$ cat config.mk
export PLATFORM = sky130hd
export DESIGN_NAME = seq_comparator
export DESIGN_NICKNAME = d
export VERILOG_FILES = /design/src/rtl/seq_comparator_pkg.sv /design/src/rtl/seq_comparator.sv
export SDC_FILE = /design/constraint.sdc
export NUM_CORES = 1
export LEC_CHECK = 0
export ABC_AREA = 1
export CAP_MARGIN = 0
export CORE_MARGIN = 5
export CORE_UTILIZATION = 25
export CTS_BUF_LIST = sky130_fd_sc_hd__clkbuf_8
export CTS_CLUSTER_SIZE = 10
export DETAILED_ROUTE_END_ITERATION = 8
export PLACE_DENSITY = 0.49
export SLEW_MARGIN = 40
export SYNTH_ARGS = -nofsm -noshare
export SYNTH_HDL_FRONTEND = slang
export SYNTH_SLANG_ARGS = --single-unit
$ cat constraint.sdc
create_clock -name clk -period 1.15 [get_ports clk]
set_clock_uncertainty 0.1 [all_clocks]
set_input_delay 0.1725 -clock clk [delete_from_list [all_inputs] [get_ports clk]]
set_output_delay 0.1725 -clock clk [all_outputs]
set_load 0.005 [all_outputs]
$ cat src/rtl/seq_comparator_pkg.sv
// Shared definitions for the bit-serial magnitude comparator: state encoding,
// counter sizing helper and the one-hot result encodings.
package seq_comparator_pkg;

  // State encoding (2-bit)
  localparam logic [1:0] S_IDLE  = 2'd0;
  localparam logic [1:0] S_SHIFT = 2'd1;
  localparam logic [1:0] S_DONE  = 2'd2;

  typedef enum logic [1:0] {
    ST_IDLE  = S_IDLE,
    ST_SHIFT = S_SHIFT,
    ST_DONE  = S_DONE
  } state_t;

  // Bit counter width: clog2(WIDTH), never below one bit.
  function automatic int cnt_width(input int w);
    return ($clog2(w) < 1) ? 1 : $clog2(w);
  endfunction

  localparam int DEF_WIDTH = 4;
  localparam int DEF_CNT_W = cnt_width(DEF_WIDTH);

  // One-hot result as {a_grater, a_equal, a_lesser}
  localparam logic [2:0] RES_GT   = 3'b100;
  localparam logic [2:0] RES_EQ   = 3'b010;
  localparam logic [2:0] RES_LT   = 3'b001;
  localparam logic [2:0] RES_NONE = 3'b000;

endpackage

$ cat src/rtl/seq_comparator.sv
// Bit-serial unsigned magnitude comparator. Operands are captured on the
// accept edge and compared MSB-first, one bit per clock. With EARLY_EXIT the
// compare ends on the first differing bit; otherwise latency is always WIDTH.
module seq_comparator
  import seq_comparator_pkg::*;
#(
  parameter int WIDTH      = 4,
  parameter bit EARLY_EXIT = 1'b1
) (
  input  logic             clk,
  input  logic             rst_n,
  input  logic             start,
  input  logic [WIDTH-1:0] a,
  input  logic [WIDTH-1:0] b,
  output logic             ready,
  output logic             done,
  output logic             a_grater,
  output logic             a_equal,
  output logic             a_lesser
);

  localparam int CW = cnt_width(WIDTH);

  state_t           r_state;
  state_t           w_state_nxt;
  logic [WIDTH-1:0] r_a;
  logic [WIDTH-1:0] r_b;
  logic [CW-1:0]    r_cnt;
  logic             r_decided;   // a difference has already been seen
  logic             r_dir_gt;    // direction of that first difference
  logic             r_gt;
  logic             r_eq;
  logic             r_lt;

  logic w_a_msb;
  logic w_b_msb;
  logic w_diff;
  logic w_last;
  logic w_exit_early;
  logic w_accept;
  logic w_finish;
  logic w_dec;
  logic w_dir_gt;

  assign w_a_msb      = r_a[WIDTH-1];
  assign w_b_msb      = r_b[WIDTH-1];
  assign w_diff       = w_a_msb ^ w_b_msb;
  assign w_last       = (r_cnt == '0);
  assign w_exit_early = EARLY_EXIT && w_diff;
  assign w_accept     = (r_state == ST_IDLE) && start;
  assign w_finish     = (r_state == ST_SHIFT) && (w_last || w_exit_early);
  // Result as of this edge: an earlier sticky difference wins, else the
  // current bit pair decides (covers a difference found on the last bit).
  assign w_dec        = r_decided || w_diff;
  assign w_dir_gt     = r_decided ? r_dir_gt : w_a_msb;

  // State register
  always_ff @(posedge clk) begin
    if (!rst_n) r_state <= ST_IDLE;
    else        r_state <= w_state_nxt;
  end

  // Next-state logic
  always_comb begin
    w_state_nxt = r_state;
    case (r_state)
      ST_IDLE:  if (start)    w_state_nxt = ST_SHIFT;
      ST_SHIFT: if (w_finish) w_state_nxt = ST_DONE;
      ST_DONE:                w_state_nxt = ST_IDLE;
      default:                w_state_nxt = ST_IDLE;
    endcase
  end

  // Datapath: capture, shift/count, sticky difference and result flags
  always_ff @(posedge clk) begin
    if (!rst_n) begin
      r_a       <= '0;
      r_b       <= '0;
      r_cnt     <= '0;
      r_decided <= 1'b0;
      r_dir_gt  <= 1'b0;
      r_gt      <= 1'b0;
      r_eq      <= 1'b0;
      r_lt      <= 1'b0;
    end else if (w_accept) begin
      r_a       <= a;
      r_b       <= b;
      r_cnt     <= CW'(WIDTH-1);
      r_decided <= 1'b0;
      r_dir_gt  <= 1'b0;
      r_gt      <= 1'b0;
      r_eq      <= 1'b0;
      r_lt      <= 1'b0;
    end else if (r_state == ST_SHIFT) begin
      r_a   <= r_a << 1;
      r_b   <= r_b << 1;
      r_cnt <= r_cnt - CW'(1);
      if (!r_decided && w_diff) begin
        r_decided <= 1'b1;
        r_dir_gt  <= w_a_msb;
      end
      if (w_finish) begin
        if (w_dec) begin
          r_gt <= w_dir_gt;
          r_lt <= ~w_dir_gt;
          r_eq <= 1'b0;
        end else begin
          r_gt <= 1'b0;
          r_lt <= 1'b0;
          r_eq <= 1'b1;
        end
      end
    end
  end

  assign ready    = (r_state == ST_IDLE);
  assign done     = (r_state == ST_DONE);
  assign a_grater = r_gt;
  assign a_equal  = r_eq;
  assign a_lesser = r_lt;

  logic w_unused;
  assign w_unused = w_b_msb;

endmodule

## Word-level counts from Yosys, hierarchy flattened

Cells that the tools add are included.

- Add/subtract/negate cells: 1
- Equal/unequal tests: 4
- Multiplexer cells: 13
- Bitwise operators: 3
- Reductions and logical operators: 13

Operator list:

| operator | number |
|---|---|
| $mux 4 | 4 |
| $mux 2 | 4 |
| $reduce_and 2->1 | 3 |
| $logic_not 2->1 | 2 |
| $mux 1 | 4 |
| $ne 2x2->1 const B | 2 |
| $pmux 2 s2 | 1 |
| $logic_and 1x1->1 | 3 |
| $eq 2x1->1 const B | 1 |
| $eq 2x2->1 const B | 1 |
| $logic_or 1x1->1 | 2 |
| $not 1->1 | 2 |
| $reduce_bool 2->1 | 1 |
| $reduce_or 2->1 | 1 |
| $sub 2x1->2 const B | 1 |
| $logic_not 1->1 | 1 |
| $xor 1x1->1 | 1 |

- Register bits after elaboration: 17
- Input bits: 11
- Logic and storage cells: 43

## Depth between registers and ports, before layout

- Word-level depth: 5
- Mapped depth: 7
- Depth with buffers taken out: 7

## Worst setup path after synthesis

Ideal clock, no wire load.

- Kind: register to register
- From: register r_cnt[0]
- To: register r_gt (netlist: a_grater)
- Arrival time: 968 ps
- Required time: 937 ps
- Path slack: -31 ps
- Cell stages (with the launch flop): 8
- Clock period less this slack: 1181 ps
- Cell sequence: dfxtp_1 inv_1 ha_1 nand3b_2 nand2_2 nand2_1 nand2_1 nor2_1

- Longest elaborated chain between the ends: 4

Ends and longest elaborated chain:

| what | line | source |
|---|---|---|
| start, declared | seq_comparator.sv:28 | `logic [CW-1:0] r_cnt;` |
| start signal, assigned | seq_comparator.sv:88 | `r_cnt <= CW'(WIDTH-1);` |
| start signal, assigned | seq_comparator.sv:97 | `r_cnt <= r_cnt - CW'(1);` |
| $logic_not 2->1 | seq_comparator.sv:48 | `assign w_last = (r_cnt == '0);` |
| $logic_or 1x1->1 | seq_comparator.sv:51 | `assign w_finish = (r_state == ST_SHIFT) && (w_last \|\| w_exit_early);` |
| $logic_and 1x1->1 | seq_comparator.sv:51 |  |
| $reduce_and 2->1 (no line) | n/a |  |
| end signal, assigned | seq_comparator.sv:104 | `r_gt <= w_dir_gt;` |
| end, declared | seq_comparator.sv:31 | `logic r_gt;` |

Every way passes these cells.
A chain may end at the register's enable or synchronous reset.

## Final worst setup path

- From: register r_state[1]
- To: output port ready

- Longest elaborated chain between the ends: 1

Ends and longest elaborated chain:

| what | line | source |
|---|---|---|
| start, declared | seq_comparator.sv:24 | `state_t r_state;` |
| start signal, assigned | seq_comparator.sv:60 | `else r_state <= w_state_nxt;` |
| $logic_not 2->1 | seq_comparator.sv:116 | `assign ready = (r_state == ST_IDLE);` |
| end, declared | seq_comparator.sv:15 | `output logic ready,` |

Every way passes these cells.

==> out/summary.md <==
The run finished, with violations left. The final reports fail on negative setup slack. Setup total negative slack on the finished layout was measured at -0.0728 ns. The first global-routing pass estimated 3.36 mm of wire.

The final non-filler cell area is 1270 um^2, and the maximum fanout count along the critical path is 2. In this run, flip-flops and latches consume 43.3% of the power. Routability-driven placement finished with a final weighted congestion of 0.755.

The logs give 0.000462 W for the net switching component of the power and 22 for the number of unique standard cell types used by synthesis. In this run the remaining antenna-violating nets after routing total 0. The count of flip-flops with a built-in enable after synthesis is 0, and the total routing usage reported by global routing is 9.60%. The number of I/O port buffers is 15, and the die width is 66.1 um. The number of nets handed over by synthesis was 122. Setup repair after global routing could not meet its margin everywhere. Across the VDD grid, the largest voltage drop is 0.542 mV.

Cells with a size suffix above 1 make up 42.8% of the layout. The number of cells on the worst reg-to-reg path was 7. The kind of cell adding the most delay to the critical path was flip-flops. CTS placed an instance of sky130_fd_sc_hd__clkbuf_8 at the clock tree root. Post-detailed-routing wire length: 1.91 mm. For this run, asynchronously set or reset flops after synthesis account for 0%. The tightest slew margin relative to the limit was 88.6%. The worst path uses 104% of the clock period. The die extent in y was 66.1 um. For this run, the slowest stage of the critical path takes 0.33 ns. The predominant post-synthesis flop cell was sky130_fd_sc_hd__dfxtp_1.

The number of search-and-repair iterations in the first detailed-routing pass was 3. After the first detailed-routing iteration, the DRC count stood at 10. In this run, placement finished with an instance count of 179.

The type of the worst setup path is reg -> out. The run gives 0 as the number of maximum-capacitance violations. For the total number of vias, the log shows 788. The run gives 3030 um^2 as the total core area.

Startpoint type of the worst setup path: a flip-flop. In this run switching power makes up 29.8% of total power. The clock latency of the later-clocked register in the worst-skew pair is 0.25 ns. The count of yosys warnings during synthesis is 0. The tools report the leakage power as 0.564 nW. Summing the sequential cell areas from Yosys gives 43.3% of the chip area. The smallest setup slack after layout is -0.0514 ns. Setup violations remaining at the end of the flow were counted as 3. The count of buffer and inverter cells on the critical path was 2. The final standard cell utilization of the core is 42.0%, and the detailed-route DRC error count is 0. TritonCTS built the clock tree. After clock tree synthesis, the clock-pin slew on the worst setup and hold paths is 0.07 ns. The setup check on the worst reg-to-reg path leaves a slack of -0.02 ns. The internal power is 0.00109 W, and the layout net count is 158. The final critical-path required period was 1.20 ns; the wire length per cell was 10.1 um. For the boundary pin count, the log shows 16. The clock drives 17 sinks. The endpoint of the most critical register-to-register path is a_grater$_SDFFE_PP0P_.

For this run, the number of standard cells in the final layout without fillers is 189. The number of antenna violations at the first check in global routing was 0. The biggest area contributor in the post-synthesis netlist is sky130_fd_sc_hd__dfxtp_1. The number of H-tree levels came out at 1. Clock network fraction of design power: 29.3%. Worst hold-check path type: reg -> reg. The run gives 0 as the count of final max-slew check failures. The run gives 798 as the via count of the first global-routing pass. The share of total power dissipated in combinational logic is 27.4%.

The post-DP HPWL is 1.30 mm, and the number of logic stages on the critical path including buffering is 3. The slowest stage of the critical path is the sky130_fd_sc_hd__dfxtp_2 cell. The number of rows created at floorplan is 20, and the synthesis-stage register bit count is 17.

The worst path arrival time is 0.93 ns. By area the synthesized netlist is led by sky130_fd_sc_hd__dfxtp_1 43%, sky130_fd_sc_hd__nand2_1 17%, sky130_fd_sc_hd__inv_1 6.2%, sky130_fd_sc_hd__a31oi_1 4.8%, sky130_fd_sc_hd__nor2_1 4.3%. The required arrival time at the worst endpoint came out at 0.88 ns.

The critical path starts at r_state[1]$_SDFFE_PN0P_. The die covers 4360 um^2. The largest buffer count on any clock path is 2, and the area share of the largest cell type after synthesis is 43.3%. Maximum number of pins on one net before global-route repair: 11. Timing would allow up to 832 MHz. The number of antenna diodes in the final layout is 0. For this design the ratio of total power to cell area is 1220 nW/um^2. Clock tree synthesis inserted a total of 3 buffers. The hold violation count in the final report is 0, and the placement-stage cell area is 1070 um^2. In this run the worst setup path terminates at ready. In the post-synthesis netlist, the cell with the most instances is sky130_fd_sc_hd__nand2_1. After global routing the overflow that remains totals 0. In this run the cell area of the synthesized design comes to 786 um^2. Post-synthesis instance total: 110. The growth of design area from synthesis to finish is 61.8%. Dividing the synthesized area by the synthesized cell count gives 7.14 um^2. The vias per cell is 4.17.

At the placement stage, the worst setup path has a slack of -0.194 ns. Counting instances in the post-synthesis netlist gives the leading cell types as 36 x sky130_fd_sc_hd__nand2_1, 17 x sky130_fd_sc_hd__dfxtp_1, 13 x sky130_fd_sc_hd__inv_1, 9 x sky130_fd_sc_hd__nor2_1. Transition at the pin with the smallest max-transition slack: 0.171 ns. The critical path goes through buf_6 > nor2_4 > buf_2. The tools report the reg-to-reg startpoint as r_cnt[0]$_SDFFE_PN0P_. For the effective utilization at floorplan, the log shows 26.0%. STA classifies the critical path endpoint as an output pin.
## per-stage QoR
stage / power (W) / hold WS, ns
after floorplan: 0.000858 / 0.170
after CTS: 0.00150 / 0.363
after detailed placement: 0.00100 / 0.356
after global routing: 0.00165 / 0.389
final: 0.00155 / 0.359
after global placement: 0.00100 / 0.361
## worst min path at each step
stage	end	slack, ns	start	cells past startpoint
2_1_floorplan	r_state[0]$_SDFFE_PN0P_	0.17	rst_n	2
3_3_place_gp	r_b[0]$_SDFFE_PN0P_	0.36	r_b[0]$_SDFFE_PN0P_	2
3_5_place_dp	r_b[0]$_SDFFE_PN0P_	0.36	r_b[0]$_SDFFE_PN0P_	2
4_1_cts	r_b[0]$_SDFFE_PN0P_	0.36	b[0]	3
5_1_grt	r_b[0]$_SDFFE_PN0P_	0.39	b[0]	3
6_report	r_b[0]$_SDFFE_PN0P_	0.36	r_b[0]$_SDFFE_PN0P_	2
## sequential cells by signal, summed over array words and instances, names as in the netlist
name,flops
r_a,4
r_b,4
r_dir_gt,1
r_state,2
a_grater,1
a_lesser,1
r_cnt,2
a_equal,1
r_decided,1
## power by group through the flow
stage | clock network (W) | logic [W] | registers, W
4_1_cts | 0.000473 | 0.000364 | 0.000665
5_1_grt | 0.000508 | 0.000469 | 0.000675
3_5_place_dp | 0 | 0.000331 | 0.000672
3_3_place_gp | 0 | 0.000329 | 0.000672
2_1_floorplan | 0 | 0.000190 | 0.000668
6_report | 0.000454 | 0.000424 | 0.000671
## final cells by class
class	instances	area [um^2]
inverter	17	71.3
sequential	17	350
tap	44	55.1
clock inverter	1	5.00
clock buffer	3	41.3
multi-input combinational	75	467
timing repair buffer	30	268
fill	318	1760
timing repair inverter	2	13.8
## metal layers
| metal | vias to the layer above | wire length [um] | global-route usage [%] |
|---|---|---|---|
| met1 | 355 | 855 | 11.9 |
| met2 | 12 | 986 | 16.0 |
| met3 | 4 | 54 | 2.55 |
| met4 | 0 | 12 | 3.05 |
| met5 | - | 0 | 0 |
| li1 | 417 | - | - |
## placed cells by master (no fill, tap or decap), types with 9 or more instances in the layout
cell,instances
sky130_fd_sc_hd__buf_4,10
sky130_fd_sc_hd__clkdlybuf4s50_1,10
sky130_fd_sc_hd__dfxtp_1,11
sky130_fd_sc_hd__inv_1,10
sky130_fd_sc_hd__nand2_1,22
sky130_fd_sc_hd__nand2_2,13
sky130_fd_sc_hd__nor2_1,9
## worst min-delay path, cell delays in order, from the launching register on
cell                      delay (ns)
sky130_fd_sc_hd__dfxtp_1        0.31
sky130_fd_sc_hd__nand2_1        0.06
sky130_fd_sc_hd__a21oi_1        0.05
## kinds of logic after synthesis
family                     count (synthesis)  synth area share (%)
DFF                                       17                  43.3
adders and majority gates                  1                  1.59
and+or+nand+nor                           55                  30.9
buffers and inverters                     18                  9.87
AOI/OAI and AO/OA                         19                  14.3
## repair_timing
action | in CTS | in global routing
gates cloned | 2 | 0
pin swaps | 10 | 12
hold buffers | 0 | 0
setup buffers | 2 | 3
setup endpoints to repair | 21 | 16
resized for setup | 29 | 25
(Power assumes the default switching activity.)
